--- src/rtl/pipe_pkg.sv ---
// Shared state encoding, width defaults and ex/mem control-bit positions for pipe_stage_reg.
// Latency: n/a (types only). Backpressure: n/a.
// Control word layout: {MemToReg, RegWrite, MemRead, MemWrite, Branch}, MSB first.
package pipe_pkg;

  typedef enum logic [1:0] {
    EMPTY = 2'd0,
    HALF  = 2'd1,
    FULL  = 2'd2
  } stage_state_e;

  localparam int DEF_DATA_W = 81;
  localparam int DEF_CTRL_W = 5;

  localparam int CTRL_MEM_TO_REG = 4;
  localparam int CTRL_REG_WRITE  = 3;
  localparam int CTRL_MEM_READ   = 2;
  localparam int CTRL_MEM_WRITE  = 1;
  localparam int CTRL_BRANCH     = 0;

  function automatic logic [1:0] state_occupancy(input stage_state_e s);
    case (s)
      HALF:    return 2'd1;
      FULL:    return 2'd2;
      default: return 2'd0;
    endcase
  endfunction

endpackage

--- src/rtl/pipe_entry_reg.sv ---
// One payload+control entry register with load enable, cleared asynchronously by reset_n.
// Latency: one cycle from load to q. Backpressure: none (caller owns load).
// Holds its value whenever load is low.
module pipe_entry_reg
  import pipe_pkg::*;
#(
  parameter int DATA_W = DEF_DATA_W,
  parameter int CTRL_W = DEF_CTRL_W
) (
  input  logic              clock,
  input  logic              reset_n,
  input  logic              load,
  input  logic [DATA_W-1:0] d_data,
  input  logic [CTRL_W-1:0] d_ctrl,
  output logic [DATA_W-1:0] q_data,
  output logic [CTRL_W-1:0] q_ctrl
);

  always_ff @(posedge clock or negedge reset_n) begin
    if (!reset_n) begin
      q_data <= '0;
      q_ctrl <= '0;
    end else if (load) begin
      q_data <= d_data;
      q_ctrl <= d_ctrl;
    end
  end

endmodule

--- src/rtl/pipe_stage_reg.sv ---
// Valid/ready pipeline stage register (ex/mem), two entries with skid when PIPE_STAGE_SKID_EN is defined, one otherwise.
// Latency: one cycle from input transfer to out_valid; full throughput while out_ready is high.
// Backpressure: skid build has registered in_ready (low only when FULL); one-entry build uses in_ready = !out_valid || out_ready.
module pipe_stage_reg
  import pipe_pkg::*;
#(
  parameter int DATA_W = DEF_DATA_W,
  parameter int CTRL_W = DEF_CTRL_W
) (
  input  logic              clock,
  input  logic              reset_n,
  input  logic              flush,
  input  logic              in_valid,
  output logic              in_ready,
  input  logic [DATA_W-1:0] in_data,
  input  logic [CTRL_W-1:0] in_ctrl,
  output logic              out_valid,
  input  logic              out_ready,
  output logic [DATA_W-1:0] out_data,
  output logic [CTRL_W-1:0] out_ctrl,
  output logic [1:0]        occupancy
);

  stage_state_e      state, state_nxt;
  logic              out_valid_q;
  logic [1:0]        occupancy_q;
  logic              in_xfer, out_xfer;
  logic              head_load;
  logic [DATA_W-1:0] head_data, head_d_data;
  logic [CTRL_W-1:0] head_ctrl, head_d_ctrl;

`ifdef PIPE_STAGE_SKID_EN
  logic              in_ready_q;
  logic              skid_load;
  logic              head_from_skid;
  logic [DATA_W-1:0] skid_data;
  logic [CTRL_W-1:0] skid_ctrl;

  assign in_ready = in_ready_q;
`else
  assign in_ready = !out_valid_q || out_ready;
`endif

  assign out_valid = out_valid_q;
  assign occupancy = occupancy_q;
  assign out_data  = head_data;
  // Bubbles must never carry live write enables downstream.
  assign out_ctrl  = out_valid_q ? head_ctrl : '0;

  assign in_xfer  = in_valid && in_ready;
  assign out_xfer = out_valid_q && out_ready;

  always_comb begin
    state_nxt = state;
    head_load = 1'b0;
`ifdef PIPE_STAGE_SKID_EN
    skid_load      = 1'b0;
    head_from_skid = 1'b0;
`endif
    if (flush) begin
      state_nxt = EMPTY;
    end else begin
      case (state)
        EMPTY: begin
          if (in_xfer) begin
            head_load = 1'b1;
            state_nxt = HALF;
          end
        end
        HALF: begin
          if (in_xfer && out_xfer) begin
            head_load = 1'b1;
          end else if (out_xfer) begin
            state_nxt = EMPTY;
`ifdef PIPE_STAGE_SKID_EN
          end else if (in_xfer) begin
            skid_load = 1'b1;
            state_nxt = FULL;
`endif
          end
        end
`ifdef PIPE_STAGE_SKID_EN
        FULL: begin
          // in_ready is low here, so only the skid promotion can happen.
          if (out_xfer) begin
            head_load      = 1'b1;
            head_from_skid = 1'b1;
            state_nxt      = HALF;
          end
        end
`endif
        default: state_nxt = EMPTY;
      endcase
    end
  end

`ifdef PIPE_STAGE_SKID_EN
  assign head_d_data = head_from_skid ? skid_data : in_data;
  assign head_d_ctrl = head_from_skid ? skid_ctrl : in_ctrl;
`else
  assign head_d_data = in_data;
  assign head_d_ctrl = in_ctrl;
`endif

  always_ff @(posedge clock or negedge reset_n) begin
    if (!reset_n) begin
      state       <= EMPTY;
      out_valid_q <= 1'b0;
      occupancy_q <= 2'd0;
`ifdef PIPE_STAGE_SKID_EN
      in_ready_q  <= 1'b1;
`endif
    end else begin
      state       <= state_nxt;
      out_valid_q <= (state_nxt != EMPTY);
      occupancy_q <= state_occupancy(state_nxt);
`ifdef PIPE_STAGE_SKID_EN
      in_ready_q  <= (state_nxt != FULL);
`endif
    end
  end

  pipe_entry_reg #(
    .DATA_W (DATA_W),
    .CTRL_W (CTRL_W)
  ) u_head (
    .clock   (clock),
    .reset_n (reset_n),
    .load    (head_load),
    .d_data  (head_d_data),
    .d_ctrl  (head_d_ctrl),
    .q_data  (head_data),
    .q_ctrl  (head_ctrl)
  );

`ifdef PIPE_STAGE_SKID_EN
  pipe_entry_reg #(
    .DATA_W (DATA_W),
    .CTRL_W (CTRL_W)
  ) u_skid (
    .clock   (clock),
    .reset_n (reset_n),
    .load    (skid_load),
    .d_data  (in_data),
    .d_ctrl  (in_ctrl),
    .q_data  (skid_data),
    .q_ctrl  (skid_ctrl)
  );
`endif

endmodule

--- config.mk ---
export PLATFORM = sky130hd
export DESIGN_NAME = pipe_stage_reg
export DESIGN_NICKNAME = d
export VERILOG_FILES = /design/src/rtl/pipe_pkg.sv /design/src/rtl/pipe_entry_reg.sv /design/src/rtl/pipe_stage_reg.sv
export SDC_FILE = /design/constraint.sdc
export NUM_CORES = 1
export LEC_CHECK = 0
export CORE_UTILIZATION = 40
export DETAILED_ROUTE_END_ITERATION = 10
export PLACE_DENSITY = 0.81
export SYNTH_ARGS = -nofsm -noshare
export SYNTH_HDL_FRONTEND = slang
export SYNTH_HIERARCHICAL = 1
export SYNTH_SLANG_ARGS = --single-unit
--- constraint.sdc ---
create_clock -name clock -period 2 [get_ports clock]
set_input_delay 0.4 -clock clock [delete_from_list [all_inputs] [get_ports clock]]
set_output_delay 0.4 -clock clock [all_outputs]
set_load 0.05 [all_outputs]
[After elaboration in Yosys (flattened, before gate mapping)]
Index checks and enable logic that the tools add are counted.
W data, S select, Z words.
Storage, ports and cells
  input port bits: 91
  output and inout port bits: 90
  word-level logic and storage cells: 26
  bits in registers: 91
Cells by class
  equal/unequal tests: 3
  multiplexer cells: 11
  reductions and logical operators: 7
Operators by type and width (count)
  $mux W2: 4
  $pmux W2 S2: 2
  $mux W5: 1
  $eq A2 B1 Y1 const B: 2
  $logic_and A1 B1 Y1: 3
  $mux W1: 3
  $eq A2 B2 Y1 const B: 1
  $logic_not A2 Y1: 1
  $pmux W1 S2: 1
  $reduce_bool A2 Y1: 1
  $logic_not A1 Y1: 1
  $logic_or A1 B1 Y1: 1

[Logic depth before layout (Yosys ltp)]
Gate-level depths: netlist (run 1).
  word-level depth: 9
  gate-level depth with buffers: 7
  depth with buffers taken out: 4

[Hierarchy]
Netlist (run 1), hierarchy kept.
By module, submodules not included
  pipe_entry_reg: area each 3397.0 sq um, times used 1, sequential area each 2152.1 sq um, cells each 182
  pipe_stage_reg: area each 245.2 sq um, times used 1, sequential area each 125.1 sq um, cells each 21

[Worst setup path after synthesis (run 1)]
No wires, ideal clock.
  path kind: register to register
  start: register out_valid_q, in the netlist out_valid
  end: register u_head.q_data[39]
  data arrival time: 2.076 ns
  clock period less this slack: 2.201 ns
  setup time: 0.125 ns
  buffers on the path: 3
  slack: -0.201 ns
  cell stages (with the launch flop): 8
  data required time: 1.875 ns
  cells stage by stage: dfrtp_1 nand2b_2 nand2_2 a2111oi_4 buf_6 buf_8 buf_12 mux2_4
Between the ends
  cells in the longest elaborated chain, start to end: 7
  elaborated cells between the ends (all ways): 9
  those cells by class: mux (4); reduce/logical (5)
Ends and longest elaborated chain
  start, declared: line pipe_stage_reg.sv:25  | logic out_valid_q;
  start signal, assigned: line pipe_stage_reg.sv:115  | out_valid_q <= (state_nxt != EMPTY);
  $logic_not A1 Y1 *: line pipe_stage_reg.sv:41  | assign in_ready = !out_valid_q || out_ready;
  $logic_or A1 B1 Y1 *: line pipe_stage_reg.sv:41
  net in_ready: line pipe_stage_reg.sv:14  | output logic in_ready,
  $logic_and A1 B1 Y1 *: line pipe_stage_reg.sv:50  | assign in_xfer = in_valid && in_ready;
  $logic_and A1 B1 Y1: line pipe_stage_reg.sv:71  | if (in_xfer && out_xfer) begin
  $mux W1: line pipe_stage_reg.sv:71
  $pmux W1 S2 *: line pipe_stage_reg.sv:63  | case (state)
  $mux W1 *: line pipe_stage_reg.sv:60  | if (flush) begin
  net head_load: line pipe_stage_reg.sv:28  | logic head_load;
  end signal, assigned: line pipe_entry_reg.sv:24  | q_data <= d_data;
  end, declared: line pipe_entry_reg.sv:15  | output logic [DATA_W-1:0] q_data,
The timed path passes the listed nets; every way through them passes the cells marked *.
A chain may end at the register's enable or synchronous reset.

[Worst setup path in the final report (run 1)]
  start: register u_head.q_data[58]
  end: output port out_data[58]
RTL lines
  end, declared: line pipe_stage_reg.sv:19  | output logic [DATA_W-1:0] out_data,
No word-level cell between the ends.

==> results of run 1 <==
## what timing repair did
action / in CTS / in global routing
endpoints found under the setup margin: 0 / 48
resized for setup: 0 / 2
hold endpoints to repair: 28 / 0
hold buffers: 1 / 0
## per-stage QoR
stage	power [mW]	utilization	instances	worst slack (ps)	cell area [µm²]
floorplan	4.353	-	204	25.58	3652
global placement	5.422	0.6399	496	-272.2	5608
detailed placement	5.486	0.6399	496	-357.2	5608
CTS	7.005	0.6688	513	21.82	5861
global route	7.217	0.6693	513	1.938	5866
finish	6.914	0.6693	513	70.28	5866
## per-layer routing
metal	global-route usage	routed length (µm)	up-vias
li1	-	-	1097
met1	0.2308	3526	1191
met2	0.3098	4202	110
met3	0.06906	734	11
met4	0.06222	102	0
met5	0	0	-
## worst max path at each step
stage,from,endpoint,depth (start not counted)
2_1_floorplan,out_valid,u_head/q_data[39],7
3_3_place_gp,out_ready,u_head/q_ctrl[2],7
3_5_place_dp,out_ready,u_head/q_ctrl[2],7
4_1_cts,out_ready,u_head/q_ctrl[2],7
5_1_grt,u_head/q_data[58],out_data[58],1
6_report,u_head/q_data[58],out_data[58],1
## cell usage in the layout, fill, tap and decap left out
| master | instances |
|---|---|
| nor2_1 | 1 |
| buf_12 | 5 |
| a2111oi_4 | 1 |
| nand2_1 | 1 |
| clkdlybuf4s50_1 | 169 |
| nand2_2 | 1 |
| dfrtp_2 | 1 |
| mux2_4 | 40 |
| bufinv_16 | 3 |
| a21oi_2 | 1 |
| clkbuf_8 | 10 |
| nor4_1 | 3 |
| and2_2 | 3 |
| dlygate4sd3_1 | 1 |
| clkinvlp_4 | 1 |
| dlymetal6s2s_1 | 2 |
| conb_1 | 2 |
| inv_1 | 1 |
| and2_1 | 2 |
| mux2_2 | 46 |
| nand2b_4 | 1 |
| clkbuf_1 | 2 |
| dfrtp_1 | 90 |
| buf_4 | 18 |
## cells by family after synthesis
logic type | count (synthesis) | synth area share
buffers and inverters | 11 | 0.03573
multiplexers | 86 | 0.3071
AND/OR/NAND/NOR | 12 | 0.02095
AO/OA/AOI/OAI | 2 | 0.009964
flip-flops | 91 | 0.6252
other | 1 | 0.001030
## area by class of cell
class / count / area share
inverter: 1 / 0.0006399
tap: 108 / 0.02304
clock inverter: 4 / 0.01664
timing repair buffer: 195 / 0.3345
sequential: 91 / 0.3884
multi-input combinational: 102 / 0.2120
clock buffer: 12 / 0.02474
## registers in the layout, summed over array words and instances, names as in the netlist
signal / cells
u_head/q_data: 81
u_head/q_ctrl: 5
occupancy: 2
state: 2
out_valid: 1
## power by group
part / internal, mW / switching (mW) / leakage (nW) / total, mW
clock network: 0.867 / 0.612 / 0.117 / 1.48
registers: 2.24 / 0.218 / 1.08 / 2.46
logic: 1.21 / 1.77 / 1.33 / 2.98
==> metrics.csv, run 1 <==
stage,metric,value,unit
cts,cts_setup_buffers,0,
synthesis,ys.warnings.count,6,
synthesis,syn-cell-area,0.003642,mm²
timing,finClkSkew,11.77,ps
synthesis,synth_edf_count,0,
setup_path,start_kind,flop,
pwr,p_per_area,1179,mW/mm²
pwr,peakVddDrop,711.3,µV
worst_hold_path,holdCritStartpoint,u_head/q_ctrl[4],
floorplan,core_area,0.008763,mm²
synthesis,yosysMostFrequentCell,dfrtp_1,
synthesis,synthCells,203,
timing,max_freq,518.2,MHz
synthesis,yosysSeqAreaShare,0.6252,
pwr,p_leak,2.524,nW
floorplan,start_util,0.4156,
grt,antenna_found_initial,0,
cts,h-tree-depth,3,
timing,worstMarginPinSlew,526.1,ps
cells_and_area,multi_input_area,0.001244,mm²
route,drcViolationCount,0,
route,ant_nets,0,
timing,maxSlewHeadroom,0.6482,
setup_path,crit-reg2reg-capture,u_head/q_data[3],
floorplan,die-height,97.43,µm
setup_path,crit_family,buffers and inverters,
cells_and_area,antennaDiodeCount,0,
timing,slew_viol_final,0,
floorplan,die_w,97.43,µm
cells_and_area,seq_area,0.002278,mm²
cts,cts_tree,built,
timing,tns,0,ps
synthesis,yosysTopAreaCell,dfrtp_1,
route,vias,2409,
cells_and_area,nets,491,
route,drtIter0Drc,51,
cts,cts.sinks,91,
timing,finalCriticalPeriod,1930,ps
floorplan,rows,34,
timing,post-route-period-util,0.9649,
cts,cts_max_path_buffers,2,
cells_and_area,drive_above_1_share,0.3235,
setup_path,crit_slowest_cell,clkdlybuf4s50_1,
setup_path,path_buf_inv,1,
synthesis,synth_top_flop_cell,dfrtp_1,
cts,path_clk_slew,90,ps
synthesis,synth.distinct_cells,18,
run,max-cap-violations,0,
synthesis,ys_ff_latch,91,
grt,grt_use_total,0.1889,
grt,grt_pass1_wl,14030,µm
route,totalWireLength,8565,µm
cells_and_area,fillers,643,
route,routedWlPerCell,16.70,µm
setup_path,path_max_fanout,2,
route,drt_pass1_iterations,4,
cts,cts_made_buffers,9,
placed_design,portBuffers,180,
grt,overflow,0,
setup_path,end_kind,primary output,
setup_path,critPathMaxStageDelay,810,ps
worst_hold_path,hold_class,flop to flop,
floorplan,io_pins,181,
grt,grt_pass1_vias,2685,
cts,root_buffer,clkbuf_8,
timing,finalSetupViolations,0,
timing,rsz0062_at_grt,false,
worst_hold_path,whs_path_depth,1,
grt,grt_max_degree,45,
setup_path,crit_type,flop to primary output,
setup_path,crit_required,1600,ps
route,viasPerCell,4.696,
setup_path,reg2regPathDepth,5,
synthesis,async_reset_ff_frac,1.000,
setup_path,path_cells,clkdlybuf4s50_1,
cells_and_area,areaGrowthSynthToFinish,61.04,%
worst_hold_path,hold_path_end,u_head/q_ctrl[4],
status,status,"complete, no violations",
setup_path,reg2reg_slack,230,ps
cts,clock_latency,340,ps
synthesis,synth_common_cells,"dfrtp_1, mux2_2, mux2_4, buf_12, buf_2",
timing,timing.hold.ws,504.9,ps
setup_path,timing.rr.start,out_valid,
placed_design,globalplace.congestion,0.6950,
synthesis,avgSynthCellArea,17.94,µm²
placed_design,dp_hpwl,6423,µm
synthesis,ys_top_cells_by_area,"dfrtp_1, mux2_4, mux2_2",
timing,hold_viol_final,0,
synthesis,synth_top_cell_area_share,0.6252,
setup_path,critPathArrivalTime,1530,ps
floorplan,die-area,0.009492,mm²
No activity file was read; power rests on OpenSTA's default activity.
==> inputs of run 2 (changes only) <==
--- a/config.mk
+++ b/config.mk
@@ -7,6 +7,7 @@
 export LEC_CHECK = 0
 export CORE_UTILIZATION = 40
 export DETAILED_ROUTE_END_ITERATION = 10
+export MAX_ROUTING_LAYER = met4
 export PLACE_DENSITY = 0.81
 export SYNTH_ARGS = -nofsm -noshare
 export SYNTH_HDL_FRONTEND = slang
==> run 2 against run 1 <==
Net effect:
- total power hardly changed
- largest power group unchanged
- non-clock buffer count did not move
- cell count unchanged
- critical endpoint unchanged
==> metrics.csv, run 2 (same netlist as run 1, synthesis figures left out) <==
stage,metric,value,unit
status,status,"complete, no violations",
timing,finClkSkew,12.67,ps
cts,cts_made_buffers,9,
cells_and_area,antennaDiodeCount,0,
cells_and_area,largest_registers,"u_head/q_data (81), u_head/q_ctrl (5)",
setup_path,timing.rr.start,out_valid,
cts,root_buffer,clkbuf_8,
grt,grt_max_degree,45,
floorplan,die_w,97.43,µm
grt,overflow,0,
timing,post-route-period-util,0.9654,
floorplan,rows,34,
setup_path,crit_slowest_cell,clkdlybuf4s50_1,
setup_path,path_max_fanout,2,
placed_design,portBuffers,180,
route,totalWireLength,8579,µm
setup_path,reg2regPathDepth,5,
cells_and_area,most-common-layout-cells,"clkdlybuf4s50_1, dfrtp_1, mux2_2, mux2_4, buf_4",
setup_path,startpoint,u_head/q_data[58],
timing,worstMarginPinSlew,526.1,ps
cells_and_area,areaGrowthSynthToFinish,61.04,%
route,routedWlPerCell,16.72,µm
run,max-cap-violations,0,
floorplan,start_util,0.4156,
route,viasPerCell,4.713,
pwr,peakVddDrop,710.0,µV
floorplan,core_area,0.008763,mm²
timing,hold_viol_final,0,
grt,grt_pass1_wl,13980,µm
setup_path,crit_family,buffers and inverters,
cells_and_area,largest_reg_flops,81,
route,ant_nets,0,
cts,cts_tree,built,
timing,slew_viol_final,0,
setup_path,crit_type,flop to primary output,
setup_path,reg2reg_slack,230,ps
pwr,p_leak,2.524,nW
cts,path_clk_slew,90,ps
route,drcViolationCount,0,
cells_and_area,drive_above_1_share,0.3235,
setup_path,crit_required,1600,ps
cts,h-tree-depth,3,
cells_and_area,final_common_cell,clkdlybuf4s50_1,
grt,grt_pass1_vias,2707,
floorplan,die-area,0.009492,mm²
grt,antenna_found_initial,0,
setup_path,crit-reg2reg-capture,u_head/q_ctrl[2],
timing,finalSetupViolations,0,
timing,maxSlewHeadroom,0.6482,
cts,clock_latency,340,ps
floorplan,die-height,97.43,µm
setup_path,path_depth,1,
placed_design,dp_hpwl,6423,µm
placed_design,globalplace.congestion,0.7025,
route,drtIter0Drc,55,
pwr,p_per_area,1179,mW/mm²
setup_path,end_kind,primary output,
cells_and_area,fillers,643,
cells_and_area,nets,491,
setup_path,start_kind,flop,
cells_and_area,top_register,u_head/q_data,
route,vias,2418,
cts,cts_max_path_buffers,2,
setup_path,path_cells,clkdlybuf4s50_1,
grt,grt_use_total,0.1938,
setup_path,critPathArrivalTime,1530,ps
timing,rsz0062_at_grt,false,
setup_path,endpoint,out_data[58],
timing,max_freq,517.9,MHz
timing,tns,0,ps
floorplan,io_pins,181,
route,drt_pass1_iterations,4,
pwr,finalPower,6.917,mW
cts,cts.sinks,91,
worst_hold_path,hold_class,flop to flop,
setup_path,path_buf_inv,1,
worst_hold_path,holdCritStartpoint,u_head/q_ctrl[4],
setup_path,critPathMaxStageDelay,810,ps
timing,finalCriticalPeriod,1931,ps
## run 2: cell counts in the layout (fill, tap and decap cells not counted)
No cell type changed its count.
## run 2: layout make-up
| cell class | instances | area (µm²) | area share |
|---|---|---|---|
| clock buffers | 12 | 145.1 | 0.02474 |
| inverters | 1 | 3.754 | 0.0006399 |
| repair buffers | 195 | 1962 | 0.3345 |
| well taps | 108 | 135.1 | 0.02304 |
| multi-input cells | 102 | 1244 | 0.2120 |
| flip-flops and latches | 91 | 2278 | 0.3884 |
| clock inverters | 4 | 97.59 | 0.01664 |
## run 2: how the worst min path moves through the flow
| stage | to | slack (ps) | depth (start not counted) |
|---|---|---|---|
| floorplan | occupancy[0] | 100 | 0 |
| global placement | u_head/q_data[46] | 360 | 1 |
| detailed placement | u_head/q_data[41] | 360 | 1 |
| CTS | u_head/q_data[41] | 510 | 2 |
| global route | u_head/q_ctrl[1] | 520 | 1 |
| finish | u_head/q_ctrl[4] | 500 | 1 |
## run 2: worst reg2reg max path, stage by stage (launching register included)
cell       delay, ps
dfrtp_2          420
inv_1             90
a2111oi_4        360
buf_4            220
buf_12           200
mux2_2           380
## run 2: timing repair
item	in CTS	in global routing
setup endpoints to repair	0	52
buffers inserted	0	0
hold endpoints to repair	28	0
gates resized for setup	0	2
hold buffers	1	0
## run 2: routing by layer
layer  vias to the layer above  part of all wire  track usage
met2                       113              0.50       0.3115
met3                        10             0.070      0.05108
li1                       1100                 -            -
met1                      1195              0.42       0.2394
met4                         0            0.0092      0.06222
met5                         -                 0            -
## run 2: per-stage QoR
stage | cells | util | hold slack [ps] | cell area, µm² | setup WS (ps)
3_5_place_dp | 496 | 0.6399 | 361.9 | 5608 | -357.2
4_1_cts | 513 | 0.6688 | 508.0 | 5861 | 21.82
5_1_grt | 513 | 0.6693 | 519.5 | 5866 | 4.674
3_3_place_gp | 496 | 0.6399 | 359.9 | 5608 | -272.2
2_1_floorplan | 204 | - | 104.4 | 3652 | 25.58
6_report | 513 | 0.6693 | 504.7 | 5866 | 69.30
## run 2: where the power goes
part	internal (mW)	switching, mW
logic	1.21	1.77
clock network	0.867	0.615
registers	2.24	0.218
